$ cat config.mk
export PLATFORM = sky130hd
export DESIGN_NAME = asym_width_fifo
export DESIGN_NICKNAME = d
export VERILOG_FILES = /design/src/rtl/asym_width_fifo.sv
export SDC_FILE = /design/constraint.sdc
export NUM_CORES = 2
export LEC_CHECK = 0
export BUFFER_PORTS_ARGS = -buffer_cell sky130_fd_sc_hd__buf_4
export CAP_MARGIN = 20
export CORE_ASPECT_RATIO = 1.4
export CORE_MARGIN = 2
export CORE_UTILIZATION = 37
export CTS_BUF_LIST = sky130_fd_sc_hd__clkbuf_4
export CTS_CLUSTER_DIAMETER = 50
export CTS_CLUSTER_SIZE = 30
export DETAILED_ROUTE_END_ITERATION = 8
export PLACE_DENSITY_LB_ADDON = 0.12
export SYNTH_ARGS = -nofsm -noshare
export SYNTH_HDL_FRONTEND = slang
export SYNTH_SLANG_ARGS = --single-unit
$ cat constraint.sdc
create_clock -name clk -period 3.2 [get_ports clk]
set_input_delay 0.64 -clock clk [delete_from_list [all_inputs] [get_ports clk]]
set_output_delay 0.64 -clock clk [all_outputs]
set_load 0.02 [all_outputs]
$ cat src/rtl/asym_width_fifo.sv
// Width-converting synchronous FIFO: WIDTH_A-bit words in, WIDTH_B-bit halves out, low half first.
// Optional sticky overflow/underflow flags are enabled by defining FIFO_ERR_FLAGS_EN.
module asym_width_fifo #(
    parameter  int unsigned WIDTH_A = 16,
    parameter  int unsigned WIDTH_B = 8,
    parameter  int unsigned DEPTH   = 256,
    localparam int unsigned ADDRESS = $clog2(DEPTH),
    localparam int unsigned CNT_W   = ADDRESS + 2
) (
    input  logic               clk,
    input  logic               rst,
    input  logic               wr_en,
    input  logic [WIDTH_A-1:0] wr_data,
    output logic               full,
    input  logic               rd_en,
    output logic [WIDTH_B-1:0] rd_data,
    output logic               rd_valid,
    output logic               empty,
`ifdef FIFO_ERR_FLAGS_EN
    output logic               overflow,
    output logic               underflow,
`endif
    output logic [CNT_W-1:0]   count
);

    logic [WIDTH_A-1:0] mem [DEPTH];
    logic [ADDRESS-1:0] wptr;
    logic [ADDRESS:0]   rptr;
    logic [CNT_W-1:0]   count_nxt;
    logic [WIDTH_A-1:0] rd_word;
    logic               wr_acc;
    logic               rd_acc;

    // Acceptance uses only pre-edge flags, so a same-cycle read never frees room for a write.
    assign wr_acc  = wr_en && !full;
    assign rd_acc  = rd_en && !empty;
    assign rd_word = mem[rptr[ADDRESS:1]];

    always_comb begin
        count_nxt = count;
        if (wr_acc) count_nxt = count_nxt + CNT_W'(2);
        if (rd_acc) count_nxt = count_nxt - CNT_W'(1);
    end

    // Storage is deliberately left out of reset.
    always_ff @(posedge clk) begin
        if (wr_acc) mem[wptr] <= wr_data;
    end

    always_ff @(posedge clk) begin
        if (rst) begin
            wptr     <= '0;
            rptr     <= '0;
            count    <= '0;
            full     <= 1'b0;
            empty    <= 1'b1;
            rd_data  <= '0;
            rd_valid <= 1'b0;
        end else begin
            count    <= count_nxt;
            full     <= (count_nxt >= CNT_W'(2 * DEPTH - 1));
            empty    <= (count_nxt == '0);
            rd_valid <= rd_acc;
            if (wr_acc) wptr <= wptr + ADDRESS'(1);
            if (rd_acc) begin
                rptr    <= rptr + (ADDRESS + 1)'(1);
                rd_data <= rptr[0] ? rd_word[WIDTH_A-1:WIDTH_B] : rd_word[WIDTH_B-1:0];
            end
        end
    end

`ifdef FIFO_ERR_FLAGS_EN
    // Sticky error flags, cleared only by reset.
    always_ff @(posedge clk) begin
        if (rst) begin
            overflow  <= 1'b0;
            underflow <= 1'b0;
        end else begin
            if (wr_en && full)  overflow  <= 1'b1;
            if (rd_en && empty) underflow <= 1'b1;
        end
    end
`endif

endmodule

==> results.cfg <==
[placed_design]
place_ws_ns = -1.11
placed_area_um2 = 178000
dp.cells = 14000
gp_congestion = 0.873
port_buffers = 40
post-dp-hpwl_um = 353000

[critical_path]
cp_slowest_cell = mux4_2
critPathTopFamily = multiplexers
rr_worst_depth = 11
slowest_delay_ns = 0.50
worstPathCellList = buf_16 -> buf_16 -> buf_6 -> mux4_2 -> mux2_2 -> a32oi_1 -> nor2_2 -> nor3_4 -> buf_6 -> a221oi_1 -> a211o_1
cp_max_fo = 11
r2r-end = rd_data[4]$_SDFFE_PP0P_
arrival_ns = 4.92
endpoint_kind = flop
critPathKind = reg2reg
worstPathRequired_ns = 4.74
r2r_setup_slack_ns = -0.18
start_kind = flop
cp_num_buf_inv = 4

[global_routing]
grt_pass1_wl_um = 735000
overflow = 0
grt_pass1_vias = 85200
met2_usage = 0.434
grt_most_used_layer = met2
antenna_found_initial = 31
grt_max_degree = 96
use_met1 = 0.304
grt_usage = 0.244
use_met3 = 0.0260

[timing]
clock.fmax_ghz = 0.296
rsz0062_at_grt = true
setup_ws_ns = -0.181
worst_clock_skew_ns = 0.127
setup_viol = 8
finalCritPeriodShare = 1.06
slew_violations = 0
worst_slew_pin_slew_ns = 1.14
hold_violations = 0
setup_tns_ns = -0.869
period_needed_ns = 3.38
slew_headroom = 0.238

[layout]
layout.cells.non_filler = 14800
drive_gt1_frac = 0.363
register_area_um2 = 124000
utilization = 0.435
fill_cells = 37600
area_delta_synth_final_pct = 17.1
multiInputGateArea_um2 = 35100
final_cell_area_um2 = 187000
nets = 8804

[clock_tree]
h-tree-depth = 5
cts_root_buffer = clkbuf_4
clkTransAtPathRegs_ns = 0.22
cts_made_buffers = 351
clock-sinks = 4142
cts_max_path_buffers = 4
clk_latency_ns = 1.75
cts_tree = yes

[power]
leakagePower_uw = 0.0570
p_per_area_nw_per_um2 = 523
peakVddDrop_uv = 466

[synthesis]
syn_nets = 7506
syn_avg_cell_area_um2 = 21.4
synth_edf_count = 4096
synthesis.area_um2 = 160000
ys_warn_count = 0
synth_ff_type = edfxtp_1
seq_area_frac_synth = 0.775
ys_ff_latch = 4142
ys_types = 76
async_reset_ff_frac = 0
synthesis.instances = 7478

[outcome]
status = finished with violations
violations = setup timing

[die]
dieArea_um2 = 437000
fp.dieH_um = 782
ios = 41
placeableCoreArea_um2 = 430000
die_w_um = 559
placementRows = 285
initial_core_util = 0.372

[min_path]
worstHoldPathCells = 3
hp-start = wr_data[9]
min_path_type = in2reg
whs_endpoint = mem[127][9]$_DFFE_PP_

[detailed_routing]
ant_nets = 0
routed_wl_um = 540000
drc_errors = 0
initialDrtViolationCount = 8578
wl_per_cell_um = 36.4
viasPerCell = 5.63
drt_first_pass_iters = 5
vias = 83600

[run]
drv_cap = 0
-- repair_timing --
action | CTS | global route
hold endpoints to repair | 4206 | 0
hold buffers | 52 | 0
gates resized for setup | 205 | 83
gates cloned | 12 | 3
pin swaps | 25 | 28
buffers inserted | 41 | 38
setup endpoints to repair | 16 | 8
-- tightest hold or removal path: stages --
cell and delay, ns:
dlygate4sd3_1 0.57, buf_8 0.22, buf_12 0.25
-- cell usage after synthesis (7+ instances only) --
cell	n	area, µm²
edfxtp_1	4096	123000
mux4_2	901	20300
mux2i_1	429	4290
nor2_1	325	1220
nand2_1	214	803
clkbuf_1	170	638
o221ai_1	136	1190
a21oi_1	132	661
o22ai_1	114	713
buf_4	101	758
buf_2	97	485
a22oi_1	76	571
nand3_1	74	370
o21ai_0	65	325
nor3_1	50	250
dfxtp_1	46	921
buf_1	42	158
nand4_1	25	156
nor2b_1	25	156
a211oi_1	24	180
buf_6	23	259
a221oi_1	22	193
and2_1	22	138
a31oi_1	17	106
nand2b_1	17	106
mux2_2	15	169
nor4_1	15	93.8
or3_1	15	93.8
xor2_1	13	114
a2111oi_0	12	105
inv_1	12	45.0
or2_2	11	68.8
a22o_1	10	87.6
a32oi_1	10	87.6
and3_1	10	62.6
xnor2_1	10	87.6
o211ai_1	9	67.6
or4_1	9	67.6
ha_1	8	100
nand3b_1	7	52.6
o31ai_1	7	52.6
-- state kept, by name, summed over array words and instances (netlist names), named ones only --
register / count
mem: 4096
full: 1
rd_valid: 1
empty: 1
rptr: 9
rd_data: 8
count: 10
wptr: 8
-- layer usage --
metal  vias to the layer above  part of all wire
met5                         -          0.000050
met4                         4             0.044
met3                       696             0.048
met2                      2685              0.52
met1                     46000              0.39
li1                      34200                 -
-- cell type report --
class                   instances  share of cell area
flip-flops and latches       4142               0.662
multi-input cells            2888               0.187
repair buffers               1379              0.0781
well taps                    5740              0.0384
clock inverters               279              0.0182
clock buffers                 378              0.0152
inverters                      14            0.000361
diodes                         20            0.000267
-- per-stage QoR --
step / hold slack (ns) / total power, µW
after floorplan: 0.459 / 64900
after global placement: 0.477 / 68500
after detailed placement: 0.466 / 68600
after CTS: 0.0300 / 98700
after global routing: 0.0807 / 101000
final: 0.156 / 97900
-- placed cells by master (no fill, tap or decap), types with 59 or more instances in the layout --
cell,n
nand2_1,204
nand3_1,59
o221ai_1,124
buf_4,993
nor2_2,206
edfxtp_1,4096
clkbuf_4,379
mux4_2,901
mux2i_1,419
o22ai_1,110
a21oi_1,122
nor2_1,118
buf_12,242
-- how the worst max path moves through the flow --
stage	cells after the start	end	startpoint	slack, ns
after CTS	11	rd_data[4]$_SDFFE_PP0P_	flop	-0.19
after floorplan	7	mem[100][0]$_DFFE_PP_	wr_en	0.13
final	11	rd_data[4]$_SDFFE_PP0P_	flop	-0.18
after detailed placement	11	rd_data[4]$_SDFFE_PP0P_	flop	-1.11
after global placement	11	rd_data[5]$_SDFFE_PP0P_	flop	-1.51
after global routing	13	rd_data[4]$_SDFFE_PP0P_	flop	-0.20
-- power breakdown --
group          leakage (µW)  total [µW]  switching [µW]  internal, µW
Sequential           0.0372       59900             222         59700
Clock               0.00330       29800           20500          9280
Combinational        0.0165        8240            4640          3600
Total                0.0570       97900           25300         72600
-- cell families (layout without fill, tap and decap cells) --
group | after synthesis | in the layout | share of synthesized area
other | 0 | 20 | 0
buffers and inverters | 448 | 2050 | 0.0147
XOR/XNOR | 23 | 23 | 0.00126
AND/OR/NAND/NOR | 834 | 834 | 0.0236
flip-flops | 4142 | 4142 | 0.775
AO/OA/AOI/OAI | 678 | 678 | 0.0297
adder cells (fa/ha/maj) | 8 | 8 | 0.000626
multiplexers | 1345 | 1345 | 0.155
(Power assumes the default switching activity.)
